--- src/rtl/imem_loader_pkg.sv ---
// Shared types and constants for the boot-time instruction-memory loader.
package imem_loader_pkg;

    typedef enum logic [2:0] {
        StIdle,
        StLenHi,
        StLenLo,
        StData,
        StChk,
        StDone,
        StErr
    } state_e;

    localparam logic [7:0] SyncByteDefault = 8'hA5;

endpackage

--- src/rtl/imem_word_packer.sv ---
// Assembles big-endian 32-bit words from a byte stream; word_valid pulses the cycle after
// the 4th byte of a word is shifted in.
module imem_word_packer (
    input  logic        clk,
    input  logic        rst_n,
    input  logic        clear,
    input  logic        shift_en,
    input  logic [7:0]  byte_in,
    output logic [31:0] word,
    output logic        word_valid,
    output logic        word_end
);

    logic [1:0]  cnt_q;
    logic [23:0] sr_q;
    logic [31:0] word_q;
    logic        valid_q;

    always_ff @(posedge clk) begin
        if (!rst_n) begin
            cnt_q   <= 2'd0;
            sr_q    <= 24'd0;
            word_q  <= 32'd0;
            valid_q <= 1'b0;
        end else begin
            valid_q <= shift_en && (cnt_q == 2'd3);
            if (clear) begin
                cnt_q <= 2'd0;
            end else if (shift_en) begin
                cnt_q <= cnt_q + 2'd1;
                sr_q  <= {sr_q[15:0], byte_in};
                if (cnt_q == 2'd3) begin
                    word_q <= {sr_q, byte_in};
                end
            end
        end
    end

    assign word       = word_q;
    assign word_valid = valid_q;
    assign word_end   = (cnt_q == 2'd3);

endmodule

--- src/rtl/imem_loader.sv ---
// Framed byte-stream loader that writes instruction memory from word 0 and stalls the CPU
// while loading. Define IMEM_LOADER_CHECKSUM_EN to add the trailing XOR checksum byte.
module imem_loader
    import imem_loader_pkg::*;
#(
    parameter int unsigned ADDR_W    = 8,
    parameter logic [7:0]  SYNC_BYTE = SyncByteDefault
) (
    input  logic              clk,
    input  logic              rst_n,
    input  logic [7:0]        in_data,
    input  logic              in_valid,
    output logic              in_ready,
    output logic              imem_we,
    output logic [ADDR_W-1:0] imem_addr,
    output logic [31:0]       imem_wdata,
    output logic              cpu_hold,
    output logic              load_done,
    output logic              load_err
);

    localparam logic [16:0] Capacity = 17'd1 << ADDR_W;

`ifdef IMEM_LOADER_CHECKSUM_EN
    localparam state_e StPayloadEnd = StChk;
`else
    localparam state_e StPayloadEnd = StDone;
`endif

    state_e            state_q, state_d;
    logic [15:0]       len_q;
    logic [15:0]       len_full;
    logic [ADDR_W-1:0] addr_q;
    logic              accept;
    logic              is_sync;
    logic              clear;
    logic              shift_en;
    logic              word_valid;
    logic              word_end;
    logic [31:0]       word;

`ifdef IMEM_LOADER_CHECKSUM_EN
    logic [7:0] csum_q;
`endif

    assign accept   = in_valid & in_ready;
    assign is_sync  = (in_data == SYNC_BYTE);
    assign len_full = {len_q[15:8], in_data};

    always_comb begin
        state_d  = state_q;
        clear    = 1'b0;
        shift_en = 1'b0;
        case (state_q)
            StIdle, StErr: begin
                if (accept && is_sync) begin
                    state_d = StLenHi;
                    clear   = 1'b1;
                end
            end
            StLenHi: begin
                if (accept) state_d = StLenLo;
            end
            StLenLo: begin
                if (accept) begin
                    if ({1'b0, len_full} > Capacity) begin
                        state_d = StErr;
                    end else if (len_full == 16'd0) begin
                        state_d = StPayloadEnd;
                    end else begin
                        state_d = StData;
                    end
                end
            end
            StData: begin
                if (accept) begin
                    shift_en = 1'b1;
                    if (word_end && (len_q == 16'd1)) state_d = StPayloadEnd;
                end
            end
`ifdef IMEM_LOADER_CHECKSUM_EN
            StChk: begin
                if (accept) state_d = (in_data == csum_q) ? StDone : StErr;
            end
`endif
            StDone:  state_d = StIdle;
            default: state_d = StIdle;
        endcase
    end

    // len_q doubles as the remaining-word counter once the frame header is captured.
    always_ff @(posedge clk) begin
        if (!rst_n) begin
            state_q <= StIdle;
            len_q   <= 16'd0;
            addr_q  <= '0;
        end else begin
            state_q <= state_d;
            if (clear) begin
                addr_q <= '0;
            end else if (word_valid) begin
                addr_q <= addr_q + ADDR_W'(1);
            end
            if (accept) begin
                if (state_q == StLenHi) len_q[15:8] <= in_data;
                if (state_q == StLenLo) len_q <= len_full;
                if (state_q == StData && word_end) len_q <= len_q - 16'd1;
            end
        end
    end

`ifdef IMEM_LOADER_CHECKSUM_EN
    always_ff @(posedge clk) begin
        if (!rst_n) begin
            csum_q <= 8'd0;
        end else if (clear) begin
            csum_q <= 8'd0;
        end else if (shift_en) begin
            csum_q <= csum_q ^ in_data;
        end
    end
`endif

    imem_word_packer u_packer (
        .clk        (clk),
        .rst_n      (rst_n),
        .clear      (clear),
        .shift_en   (shift_en),
        .byte_in    (in_data),
        .word       (word),
        .word_valid (word_valid),
        .word_end   (word_end)
    );

    assign in_ready   = rst_n & (state_q != StDone);
    assign cpu_hold   = (state_q != StIdle);
    assign load_done  = (state_q == StDone);
    assign load_err   = (state_q == StErr);
    assign imem_we    = word_valid;
    assign imem_addr  = addr_q;
    assign imem_wdata = word;

endmodule

--- config.mk ---
export PLATFORM = sky130hd
export DESIGN_NAME = imem_loader
export DESIGN_NICKNAME = d
export VERILOG_FILES = /design/src/rtl/imem_loader_pkg.sv /design/src/rtl/imem_word_packer.sv /design/src/rtl/imem_loader.sv
export SDC_FILE = /design/constraint.sdc
export NUM_CORES = 1
export LEC_CHECK = 0
export ABC_AREA = 1
export CAP_MARGIN = 30
export CELL_PAD_IN_SITES_DETAIL_PLACEMENT = 1
export CELL_PAD_IN_SITES_GLOBAL_PLACEMENT = 1
export CORE_UTILIZATION = 39
export CTS_CLUSTER_DIAMETER = 80
export DETAILED_ROUTE_END_ITERATION = 6
export PLACE_DENSITY = 0.86
export SYNTH_ARGS = -nofsm -noshare
export SYNTH_HDL_FRONTEND = slang
export SYNTH_SLANG_ARGS = --single-unit
--- constraint.sdc ---
create_clock -name clk -period 2.2 [get_ports clk]
set_clock_uncertainty 0.15 [all_clocks]
set_input_delay 0.33 -clock clk [delete_from_list [all_inputs] [get_ports clk]]
set_output_delay 0.33 -clock clk [all_outputs]
set_load 0.03 [all_outputs]
==> flow_metrics.py, run 1 <==
metrics = {
    "critical_path": {
        "crit_slowest_cell": "o21ai_2",
        "crit_path_start_kind": "flip-flop",
        "rrSetupSlack_ns": 0.21,
        "crit_type": "reg2reg",
        "r2r_cells": 8,
        "critPathMaxFanout": 9,
        "end_kind": "flip-flop",
        "arrival_ns": 2.08,
        "path_cells": "ha_1 -> inv_1 -> nor2_8 -> buf_4 -> o21ai_2 -> inv_2 -> o21ai_0 -> a21oi_1",
        "reg2reg_to": "len_q[8]",
        "critPathMaxStageDelay_ns": 0.35,
        "timing.rr.start": "u_packer.cnt_q[0]",
        "cp.required_ns": 2.29,
    },
    "detailed_routing": {
        "wl_um": 11300,
        "routedWlPerCell_um": 16.0,
        "drc": 0,
        "ant_nets": 0,
        "first_iter_violations": 147,
        "vias": 3665,
        "routed_via_density": 5.21,
        "drtPass1Iterations": 4,
    },
    "synth": {
        "synth_ff_type": "dfxtp_1",
        "ys_warn_count": 0,
        "synth.top_cell.area_share_pct": 44.9,
        "synth-seq-cells": 86,
        "synth_top_area_cell": "dfxtp_1",
        "synth_area_um2": 3830,
        "yosysMostFrequentCell": "nor2_1",
        "synthDistinctLibCells": 38,
        "async_flop_share_pct": 0,
        "synth_nets": 523,
        "ys_top_cells_by_count": "nor2_1, dfxtp_1, nand2_1",
        "synth_cells": 508,
        "synth-edff-count": 0,
        "ys_seq_area_share_pct": 44.9,
        "syn_area_per_cell_um2": 7.55,
        "netlist_top_cells_area": "dfxtp_1, nor2_1, nand2_1",
    },
    "sta": {
        "slew_viol_final": 0,
        "hold_viol": 0,
        "tns_ns": 0,
        "rsz0062_at_grt": "no",
        "fin_crit_ns": 1.99,
        "setup_ws_ns": 0.208,
        "worst_slew_pin_slew_ns": 0.429,
        "clock.fmax_ghz": 0.502,
        "slew_headroom_pct": 71.2,
        "finalSetupViolCount": 0,
        "period_share_pct": 90.6,
    },
    "global_route": {
        "grt_max_degree": 37,
        "grt_antenna_before_repair": 0,
        "track_usage_pct": 23.4,
        "grt_pass1_vias": 3806,
        "grt_pass1_wl_um": 18700,
        "overflow": 0,
    },
    "floorplan": {
        "ioPinCount": 56,
        "die_y_um": 101,
        "die_x_um": 101,
        "die_area_um2": 10200,
        "rows": 35,
        "core_um2": 9370,
        "start_util_pct": 40.9,
    },
    "power": {
        "comb_power_share_pct": 23.8,
        "peakVddDrop_uv": 373,
        "seqPwrFrac_pct": 45.1,
        "cellInternalPower_w": 0.00244,
        "pwr-share-clk_pct": 31.1,
        "p_sw_share_pct": 34.2,
        "p_per_area_nw_per_um2": 779,
        "switchingPower_w": 0.00127,
        "p_leak_nw": 2.02,
    },
    "finish": {
        "fillers": 1202,
        "multi_input_area_um2": 1850,
        "drive_above_1_share_pct": 10.5,
        "final_util_pct": 50.7,
        "regArea_um2": 1720,
        "nNetsFinal": 584,
        "n_antenna_cell": 0,
        "area_growth_syn_to_layout_pct": 23.9,
    },
    "place": {
        "dp_hpwl_um": 8200,
        "io_buffer_count": 55,
        "finalWeightedCongestion": 0.881,
        "place_ws_ns": -0.0263,
    },
    "run_status": {
        "status": "completed",
    },
    "clock_network": {
        "cts_tree": "yes",
        "ctsHoldBuffers": 0,
        "clock-sinks": 86,
        "cts_max_level": 3,
        "cts_made_buffers": 9,
        "clk_latency_ns": 0.35,
        "path_clk_slew_ns": 0.10,
        "clock_path_buffers": 2,
        "root_buffer": "clkbuf_8",
    },
    "min_path": {
        "min_from": "u_packer.word[15]",
        "whs_path_depth": 2,
        "whs_endpoint": "u_packer.word[15]",
        "hp-class": "reg2reg",
    },
    "job": {
        "maxCapViolCount": 0,
    },
}
-- registers in the layout, indices dropped and copies added, names as in the netlist --
name                 count
imem_addr                8
len_q                   16
state_q                  3
u_packer.cnt_q           2
u_packer.sr_q           24
u_packer.word           32
u_packer.word_valid      1
-- critical path, delay by kind of cell, from the launching register on --
family | cells | cell delay [ns]
buf+inv | 3 | 0.45
compound gates | 3 | 0.62
flops | 1 | 0.34
fa+ha+maj | 1 | 0.24
simple gates | 1 | 0.07
-- cell type report --
cell class	count	share of cell area (%)
Inverter	33	2.66
Sequential cell	86	36.3
Timing Repair Buffer	70	14.3
Tap cell	129	3.40
Multi-Input combinational cell	369	39.0
Clock inverter	7	1.71
Clock buffer	9	2.61
-- layout by cell type, fill, tap and decap left out, types with 2 or more instances in the layout --
cell type / netlist / routed
nor2_1: 108 / 107
dfxtp_1: 86 / 85
nand2_1: 81 / 81
a21oi_1: 55 / 55
o21ai_0: 52 / 52
clkdlybuf4s50_1: 0 / 51
inv_1: 26 / 26
buf_4: 2 / 14
nand3_1: 12 / 12
clkbuf_8: 0 / 9
o21ai_1: 8 / 8
a211oi_2: 7 / 7
xnor2_1: 7 / 7
inv_2: 5 / 5
nor2_4: 4 / 4
xor2_1: 4 / 4
ha_1: 4 / 4
nor3_1: 3 / 3
nor2_2: 2 / 3
nor3b_1: 3 / 3
a22oi_1: 3 / 3
clkinv_4: 0 / 3
dlygate4sd2_1: 0 / 3
nor2_8: 2 / 2
nand4_1: 2 / 2
o22ai_1: 2 / 2
buf_12: 0 / 2
-- power groups by stage --
stage | Combinational (W) | Sequential, W | Clock, W
CTS | 0.000870 | 0.00167 | 0.00118
floorplan | 0.000628 | 0.00169 | 0
global placement | 0.000831 | 0.00170 | 0
detailed placement | 0.000871 | 0.00170 | 0
global route | 0.000971 | 0.00168 | 0.00123
finish | 0.000882 | 0.00167 | 0.00115
-- worst max path at each step --
stage | startpoint | to | slack [ns]
5_1_grt | u_packer.cnt_q[0] | len_q[14] | 0.07
2_1_floorplan | state_q[2] | state_q[1] | 0.49
3_5_place_dp | rst_n | state_q[1] | -0.03
3_3_place_gp | rst_n | len_q[8] | 0.17
4_1_cts | u_packer.cnt_q[0] | u_packer.word[24] | 0.12
6_report | u_packer.cnt_q[0] | len_q[8] | 0.21
-- logic make-up after synthesis --
family	after synthesis	synth area share, %
AND/OR/NAND/NOR	223	25.4
AO/OA/AOI/OAI	130	18.8
flip-flops	86	44.9
buffers and inverters	53	6.82
XOR/XNOR	11	2.51
adder cells (fa/ha/maj)	4	1.31
multiplexers	1	0.261
-- metal layers --
metal | track usage [%] | part of all wire (%) | vias to the layer above
met1 | 29.9 | 45 | 1773
li1 | - | - | 1785
met3 | 3.38 | 3.7 | 17
met5 | 0 | 0 | -
met2 | 40.4 | 49 | 90
met4 | 7.92 | 1.7 | 0
-- metrics by stage --
stage	std cells	hold slack [ns]	cell area, µm²	power, W
global route	703	0.342	4750	0.00388
global placement	685	0.302	4530	0.00253
CTS	701	0.324	4730	0.00372
finish	703	0.318	4750	0.00370
detailed placement	685	0.309	4530	0.00257
floorplan	508	0.294	3830	0.00231
-- timing repair --
| action | in CTS | in global routing |
|---|---|---|
| resized for setup | 4 | 1 |
| pin swaps | 0 | 1 |
| buffers inserted | 0 | 2 |
| endpoints found under the setup margin | 3 | 5 |
| cloned | 0 | 0 |
No activity file was read; power rests on OpenSTA's default activity.
==> run 2: changes to the inputs <==
CTS_BUF_LIST = sky130_fd_sc_hd__clkbuf_16   (was not set)
==> run 2 against run 1 <==
Against the previous run: combinational power increased by 0.9%; non-clock buffer count increased by 1; global-route usage increased by 1.2 points; clock-buffer cell count unchanged; first-iteration DRC count increased by 21%; highest routed layer unchanged; flip-flop and latch count unchanged; register-to-register slack about the same; critical path type unchanged; sequential power about the same; fmax decreased by 0.38%; routed wire length increased by 4.6%; die area unchanged; sequential share of layout area decreased by 0.81 points.
==> flow_metrics.py, run 2 (same netlist as run 1, synthesis figures left out) <==
metrics = {
    "global_route": {
        "overflow": 0,
        "track_usage_pct": 24.6,
        "grt_pass1_vias": 3819,
        "grt_antenna_before_repair": 0,
        "grt_pass1_wl_um": 19200,
        "grt_max_degree": 37,
    },
    "clock_network": {
        "root_buffer": "clkbuf_16",
        "clock-sinks": 86,
        "cts_tree": "yes",
        "path_clk_slew_ns": 0.07,
        "clock_path_buffers": 2,
        "cts_made_buffers": 9,
        "clk_latency_ns": 0.35,
        "cts_max_level": 3,
        "ctsHoldBuffers": 0,
    },
    "critical_path": {
        "rrSetupSlack_ns": 0.20,
        "critPathMaxFanout": 9,
        "path_delay_family": "compound AO/OA/AOI/OAI gates",
        "crit_slowest_cell": "o21ai_2",
        "path_cells": "ha_1 -> inv_1 -> nor2_8 -> buf_4 -> o21ai_2 -> inv_2 -> o21ai_0 -> a21oi_1",
        "crit_type": "reg2reg",
        "reg2reg_to": "len_q[8]",
        "r2r_cells": 8,
        "end_kind": "flip-flop",
        "timing.rr.start": "u_packer.cnt_q[0]",
        "critical_path_buf_inv_count": 3,
        "critPathMaxStageDelay_ns": 0.37,
        "arrival_ns": 2.08,
        "crit_path_start_kind": "flip-flop",
        "cp.required_ns": 2.28,
    },
    "detailed_routing": {
        "wl_um": 11800,
        "vias": 3693,
        "routed_via_density": 5.25,
        "drc": 0,
        "first_iter_violations": 178,
        "drtPass1Iterations": 4,
        "ant_nets": 0,
        "routedWlPerCell_um": 16.8,
    },
    "run_status": {
        "status": "completed",
    },
    "floorplan": {
        "ioPinCount": 56,
        "rows": 35,
        "die_y_um": 101,
        "die_area_um2": 10200,
        "start_util_pct": 40.9,
        "core_um2": 9370,
        "die_x_um": 101,
    },
    "power": {
        "p_per_area_nw_per_um2": 853,
        "peakVddDrop_uv": 449,
        "p_leak_nw": 2.07,
    },
    "sta": {
        "clock.fmax_ghz": 0.500,
        "rsz0062_at_grt": "no",
        "period_share_pct": 90.9,
        "slew_viol_final": 0,
        "hold_viol": 0,
        "finalSetupViolCount": 0,
        "fin_crit_ns": 2.00,
        "worst_slew_pin_slew_ns": 0.459,
        "slew_headroom_pct": 69.2,
    },
    "min_path": {
        "whs_path_depth": 2,
        "min_from": "u_packer.word[18]",
        "hp-class": "reg2reg",
        "whs_endpoint": "u_packer.word[18]",
    },
    "place": {
        "finalWeightedCongestion": 0.881,
        "dp_hpwl_um": 8200,
        "io_buffer_count": 55,
        "dp_cells": 685,
        "dpl_cell_area_um2": 4530,
    },
    "finish": {
        "instances_no_fill": 704,
        "final_util_pct": 51.9,
        "n_antenna_cell": 0,
        "mostFrequentLayoutCell": "nor2_1",
        "fin_area_um2": 4860,
        "nNetsFinal": 585,
        "drive_above_1_share_pct": 10.6,
        "largest_reg_flops": 32,
        "final_cell_mix": "nor2_1, dfxtp_1, nand2_1, a21oi_1, o21ai_0",
        "area_growth_syn_to_layout_pct": 26.8,
    },
    "job": {
        "maxCapViolCount": 0,
    },
}
run 2: changes by cell type in the layout (fill, tap and decap cells not counted):
cell,previous run,this run
clkbuf_8,9,0
buf_4,14,15
clkbuf_16,0,9
run 2: power breakdown:
part	total, W	internal [W]	leakage (nW)	switching (W)
clock	0.00159	0.000896	0.152	0.000689
sequential	0.00167	0.00161	0.694	0.0000655
combinational	0.000890	0.000292	1.23	0.000598
total	0.00415	0.00279	2.07	0.00135
run 2: layout make-up:
cell class / instances / area [µm²]
inverters: 33 / 126
clock inverters: 7 / 81.3
repair buffers: 71 / 689
clock buffers: 9 / 225
flip-flops and latches: 86 / 1720
well taps: 129 / 161
multi-input cells: 369 / 1850
fillers: 1205 / 4510
run 2: worst max path at each step:
stage / start / endpoint / slack, ns / cells after the start
detailed placement: rst_n / state_q[1] / -0.03 / 10
global route: len_q[0] / len_q[12] / 0.07 / 10
finish: u_packer.cnt_q[0] / len_q[8] / 0.20 / 8
floorplan: state_q[2] / state_q[1] / 0.49 / 9
CTS: state_q[1] / u_packer.word[24] / 0.13 / 9
global placement: rst_n / len_q[8] / 0.17 / 7
run 2: worst reg2reg max path, delay by kind of cell, from the launching register on:
kind / cells / cell delay (ns)
simple gates: 1 / 0.07
compound gates: 3 / 0.65
flops: 1 / 0.33
fa+ha+maj: 1 / 0.24
buf+inv: 3 / 0.45
run 2: timing repair:
item,4_1_cts,5_1_grt
pin swaps,0,1
buffers inserted,0,3
setup endpoints to repair,3,3
resized for setup,4,1
run 2: metal layers:
layer  track usage (%)  routed length, µm  vias to the layer above
li1                  -                  -                     1789
met1              30.6               5280                     1805
met2              43.0               5880                       81
met3              4.55                403                       18
met4              7.80                239                        0
met5                 0                  0                        -
run 2: stage by stage:
| step | setup WS (ns) | hold WS [ns] | TNS (ns) | total power [W] |
|---|---|---|---|---|
| after floorplan | 0.488 | 0.294 | 0 | 0.00231 |
| after global placement | 0.168 | 0.302 | 0 | 0.00253 |
| after detailed placement | -0.0263 | 0.309 | -0.0356 | 0.00257 |
| after CTS | 0.131 | 0.321 | 0 | 0.00415 |
| after global routing | 0.0677 | 0.340 | 0 | 0.00433 |
| final | 0.200 | 0.318 | 0 | 0.00415 |
==> run 3: changes to the inputs <==
CELL_PAD_IN_SITES_DETAIL_PLACEMENT = 2   (was 1)
CELL_PAD_IN_SITES_GLOBAL_PLACEMENT = 2   (was 1)
CORE_UTILIZATION = 31   (was 39)
==> run 3 against run 2 <==
Against the previous run: final cell count is 1.8% higher; worst hold slack better by 0.0095 ns; non-clock buffer count shrank 5; clock power about the same; global-route usage fell by 1.9 points; first-iteration DRC count rose by 9.0%; utilization is 12 points lower; combinational power is 3.4% higher; critical path depth did not move; via count rose by 0.79%; final area decreased by 0.41%; critical endpoint is now u_packer.word[5].
==> flow_metrics.py, run 3 (same netlist as run 1, synthesis figures left out) <==
metrics = {
    "run_status": {
        "status": "completed",
    },
    "power": {
        "p_per_area_nw_per_um2": 862,
        "p_leak_nw": 2.04,
        "p_sw_share_pct": 33.0,
        "pwr-share-clk_pct": 37.8,
        "peakVddDrop_uv": 406,
        "seqPwrFrac_pct": 40.1,
        "switchingPower_w": 0.00138,
        "comb_power_share_pct": 22.0,
        "cellInternalPower_w": 0.00280,
    },
    "critical_path": {
        "arrival_ns": 2.12,
        "crit_type": "reg2reg",
        "cp.required_ns": 2.30,
        "timing.rr.start": "u_packer.cnt_q[0]",
        "reg2reg_to": "u_packer.word[5]",
        "crit_path_start_kind": "flip-flop",
        "end_kind": "flip-flop",
        "critPathMaxFanout": 20,
        "rrSetupSlack_ns": 0.18,
        "r2r_cells": 8,
    },
    "detailed_routing": {
        "ant_nets": 0,
        "drc": 0,
        "wl_um": 13800,
        "routedWlPerCell_um": 19.3,
        "drtPass1Iterations": 4,
        "routed_via_density": 5.19,
        "vias": 3722,
        "first_iter_violations": 194,
    },
    "sta": {
        "finalSetupViolCount": 0,
        "clock.fmax_ghz": 0.494,
        "rsz0062_at_grt": "no",
        "slew_headroom_pct": 66.7,
        "period_share_pct": 92.0,
        "setup_ws_ns": 0.176,
        "slew_viol_final": 0,
        "fin_crit_ns": 2.02,
        "holdWs_ns": 0.327,
        "hold_viol": 0,
        "tns_ns": 0,
        "worst_slew_pin_slew_ns": 0.500,
    },
    "floorplan": {
        "start_util_pct": 31.9,
        "rows": 40,
        "die_x_um": 113,
        "die_y_um": 113,
        "core_um2": 12000,
        "die_area_um2": 12800,
        "ioPinCount": 56,
    },
    "job": {
        "maxCapViolCount": 0,
    },
    "global_route": {
        "grt_max_degree": 52,
        "track_usage_pct": 22.7,
        "grt_pass1_wl_um": 22400,
        "grt_pass1_vias": 4192,
        "overflow": 0,
        "grt_antenna_before_repair": 0,
    },
    "clock_network": {
        "path_clk_slew_ns": 0.07,
        "root_buffer": "clkbuf_16",
        "ctsResizeCount": 4,
        "clk_latency_ns": 0.34,
        "clock_path_buffers": 2,
        "cts_made_buffers": 9,
        "cts_tree": "yes",
        "cts_max_level": 3,
        "cts_setup_buffers": 0,
        "clock-sinks": 86,
        "ctsHoldBuffers": 0,
    },
    "place": {
        "finalWeightedCongestion": 0.800,
        "place_ws_ns": -0.0296,
        "dp_hpwl_um": 9180,
        "io_buffer_count": 55,
    },
    "finish": {
        "regArea_um2": 1720,
        "nNetsFinal": 580,
        "area_growth_syn_to_layout_pct": 26.2,
        "final_cell_mix": "nor2_1, dfxtp_1, nand2_1, a21oi_1, o21ai_0",
        "largest_reg_flops": 32,
        "mostFrequentLayoutCell": "nor2_1",
        "fillers": 1381,
        "multi_input_area_um2": 1860,
        "n_antenna_cell": 0,
        "drive_above_1_share_pct": 10.0,
    },
    "min_path": {
        "hp-class": "reg2reg",
        "whs_path_depth": 2,
        "min_from": "u_packer.word[19]",
        "whs_endpoint": "u_packer.word[19]",
    },
}
run 3: power by group through the flow:
stage / Combinational, W / Sequential (W) / Clock (W)
floorplan: 0.000628 / 0.00169 / 0
global placement: 0.000849 / 0.00170 / 0
detailed placement: 0.000909 / 0.00171 / 0
global route: 0.00103 / 0.00168 / 0.00167
CTS: 0.000922 / 0.00167 / 0.00161
finish: 0.000920 / 0.00167 / 0.00158
run 3: routing by layer:
| layer | vias up | part of all wire (%) | GRT usage, % |
|---|---|---|---|
| met5 | - | 0 | 0 |
| met4 | 0 | 2.4 | 9.30 |
| met3 | 24 | 3.4 | 3.70 |
| met2 | 74 | 52 | 41.8 |
| met1 | 1843 | 42 | 26.0 |
| li1 | 1781 | - | - |
run 3: through the flow:
stage,cell area [µm²],cells,total power [W],util [%]
2_1_floorplan,3830,508,0.00231,-
3_3_place_gp,4530,701,0.00255,37.7
3_5_place_dp,4530,701,0.00261,37.7
4_1_cts,4830,717,0.00421,40.2
5_1_grt,4840,717,0.00438,40.3
6_report,4840,717,0.00417,40.3
run 3: area by class of cell:
class                   instances  area share, %
clock inverters                 7           1.68
flip-flops and latches         86           35.6
well taps                     147           3.80
multi-input cells             369           38.5
repair buffers                 66           13.2
clock buffers                   9           4.65
inverters                      33           2.61
run 3: worst max path at each step:
stage	from	end	slack [ns]
after floorplan	state_q[2]	state_q[1]	0.49
after global placement	rst_n	u_packer.word[0]	0.01
after detailed placement	rst_n	u_packer.word[6]	-0.03
after CTS	u_packer.cnt_q[0]	len_q[5]	0.11
after global routing	u_packer.cnt_q[0]	u_packer.word[17]	0.03
final	u_packer.cnt_q[0]	u_packer.word[5]	0.18
run 3: worst max-delay path, stage by stage, from the launching register on:
cell and delay [ns]:
dfxtp_1 0.37, ha_1 0.21, inv_1 0.11, nor2_8 0.30
inv_4 0.12, nor2_8 0.11, buf_4 0.26, nor2_1 0.11
a211oi_2 0.18
==> variant (settings of run 1) <==
Re-encode `state_e` (7 states) as one-hot, 7 bits wide.
--- a/src/rtl/imem_loader_pkg.sv
+++ b/src/rtl/imem_loader_pkg.sv
@@ -3,10 +3,10 @@
 
-    typedef enum logic [2:0] {
-        StIdle,
-        StLenHi,
-        StLenLo,
-        StData,
-        StChk,
-        StDone,
-        StErr
+    typedef enum logic [6:0] {
+        StIdle  = 7'b0000001,
+        StLenHi = 7'b0000010,
+        StLenLo = 7'b0000100,
+        StData  = 7'b0001000,
+        StChk   = 7'b0010000,
+        StDone  = 7'b0100000,
+        StErr   = 7'b1000000
     } state_e;
Function: same outputs for any inputs over 10 cycles, from zero or initial values and one cycle with rst_n low; not proved beyond that.
==> variant against run 1 <==
  * Sequential cell count rose by 3
  * Via count up 4.1%
  * Critical path type unchanged
  * Power down 10%
  * Area after synthesis up 1.0%
  * Design area rose by 1.6%
  * Routed wire length up 0.33%
  * Critical path depth is 1 higher
  * Worst setup slack lost 0.11 ns
==> variant: results (changes against run 1) <==
Synth
Most numerous cell types in the synthesized netlist: nor2_1 (137), dfxtp_1 (89), nand2_1 (74) (was nor2_1 (108), dfxtp_1 (86), nand2_1 (81)). The number of distinct library cell variants in the gate-level netlist after synthesis is 31 (was 38). Main area contributors after synthesis: dfxtp_1 (46%), nor2_1 (13%), o21ai_0 (7.9%) (was dfxtp_1 (45%), nor2_1 (11%), nand2_1 (7.9%)).

The fraction of the yosys area taken by sequential cells is 45.98% (was 44.89%).

Timing
The worst relative slew slack was 70.88% (was 71.22%). The maximum frequency from static timing analysis is 474.8 MHz (was 502.0 MHz).

Place
The final HPWL from detailed placement was 8.003 mm (was 8.201 mm). The global placer's final weighted congestion is 0.8651 (was 0.8808). The pre-CTS worst setup slack is 0.04124 ns (was -0.02626 ns).

Final layout
The count of nets after finishing is 612 (was 584). The final-layout fill cell count came to 1,233 (was 1,202). The layout cell share with drive strength beyond 1 came to 7.807% (was 10.45%).

Power and ir drop
The largest voltage drop on the vdd net came to 0.4215 mV (was 0.3735 mV). The reported net switching power is 0.001032 W (was 0.001266 W). The static leakage power is 2.078 nW (was 2.022 nW).

Detailed routing
The via-per-instance ratio is 5.192 (was 5.213). The DRC marker count from the first detailed-route iteration is 154 (was 147). The final wirelength was 11.32 mm (was 11.28 mm). The iteration count of the initial detailed-routing pass was 5 (was 4).

Worst setup path
The number of cells on the worst reg-to-reg path came to 9 (was 8). The highest fanout seen on the critical path is 7 (was 9). The critical path's slowest cell is dfxtp_1 (was o21ai_2). The register-to-register setup slack is 0.09 ns (was 0.21 ns).

The stage delay of the slowest cell on the critical path was 0.37 ns (was 0.35 ns). The endpoint of the worst-slack reg-to-reg timing path is len_q[0] (was len_q[8]). The kind of cell with the highest combined delay on the critical path is simple AND/OR/NAND/NOR gates (was compound AO/OA/AOI/OAI gates).

Global routing
The global-route wire length before repair is 18.54 mm (was 18.69 mm). The pin count of the biggest net entering global routing was 59 (was 37). The total track usage is 23.36% (was 23.38%).

Clocking
The total clock buffers created by CTS is 9 (unchanged).

Run status
Status: finished clean (unchanged).
## variant: cell types whose count changed after synthesis, sizes merged, moves of 5 or more
cell	before	now
a21oi	55	40
inv	32	37
nand2	83	74
nand3	14	24
nor2	116	143
o21ai	61	69
## variant: worst min-delay path by stage
stage / startpoint / end / slack, ns / cells after the start
after floorplan: u_packer.cnt_q[1] / u_packer.cnt_q[1] / 0.29 / 2
after global placement: u_packer.word[12] / u_packer.word[12] / 0.30 / 2
after detailed placement: u_packer.word[16] / u_packer.word[16] / 0.31 / 2
after CTS: u_packer.word[16] / u_packer.word[16] / 0.33 / 2
after global routing: u_packer.word[17] / u_packer.word[17] / 0.35 / 2
final: u_packer.word[11] / u_packer.word[11] / 0.32 / 2
## variant: through the flow
| stage | cells | cell area [µm²] | hold slack [ns] | total power, W | utilization, % |
|---|---|---|---|---|---|
| after detailed placement | 719 | 4639 | 0.3127 | 0.002308 | 47.91 |
| final | 735 | 4826 | 0.3250 | 0.003322 | 49.83 |
| after CTS | 735 | 4817 | 0.3299 | 0.003342 | 49.74 |
| after floorplan | 536 | 3875 | 0.2936 | 0.002125 | - |
| after global routing | 735 | 4826 | 0.3475 | 0.003466 | 49.83 |
| after global placement | 719 | 4639 | 0.3009 | 0.002285 | 47.91 |
## variant: cell families after synthesis
kind of cell | count (synthesis) | synth area share [%]
compound gates | 122 | 16.63
xor+xnor | 10 | 2.260
fa+ha+maj | 4 | 1.292
buf+inv | 58 | 6.038
flops | 89 | 45.98
mux | 1 | 0.2583
simple gates | 252 | 27.54
## variant: routing by layer
layer / part of all wire, % / GRT usage (%) / up-vias
met4: 1.8 / 7.581 / 0
met2: 50 / 41.06 / 62
met5: 0 / 0 / -
met3: 3.3 / 4.693 / 19
met1: 45 / 28.49 / 1862
li1: - / - / 1873
## variant: power by group through the flow
| stage | logic, W | clock network (W) | registers [W] |
|---|---|---|---|
| after floorplan | 0.000391 | 0 | 0.00173 |
| after CTS | 0.000546 | 0.00108 | 0.00171 |
| after detailed placement | 0.000560 | 0 | 0.00175 |
| after global routing | 0.000606 | 0.00114 | 0.00172 |
| final | 0.000547 | 0.00106 | 0.00171 |
| after global placement | 0.000540 | 0 | 0.00174 |
## variant: area by class of cell
| type | count | area (µm²) | area share, % |
|---|---|---|---|
| multi-input combinational | 389 | 1867 | 38.68 |
| sequential | 89 | 1782 | 36.92 |
| timing repair buffer | 71 | 690.7 | 14.31 |
| tap | 133 | 166.4 | 3.448 |
| clock buffer | 11 | 141.4 | 2.930 |
| inverter | 37 | 138.9 | 2.878 |
| clock inverter | 5 | 40.04 | 0.8297 |
## variant: repair_timing
action	in CTS	in global routing
pin swaps	0	0
cloned	0	0
gates resized for setup	3	3
endpoints found under the setup margin	3	3
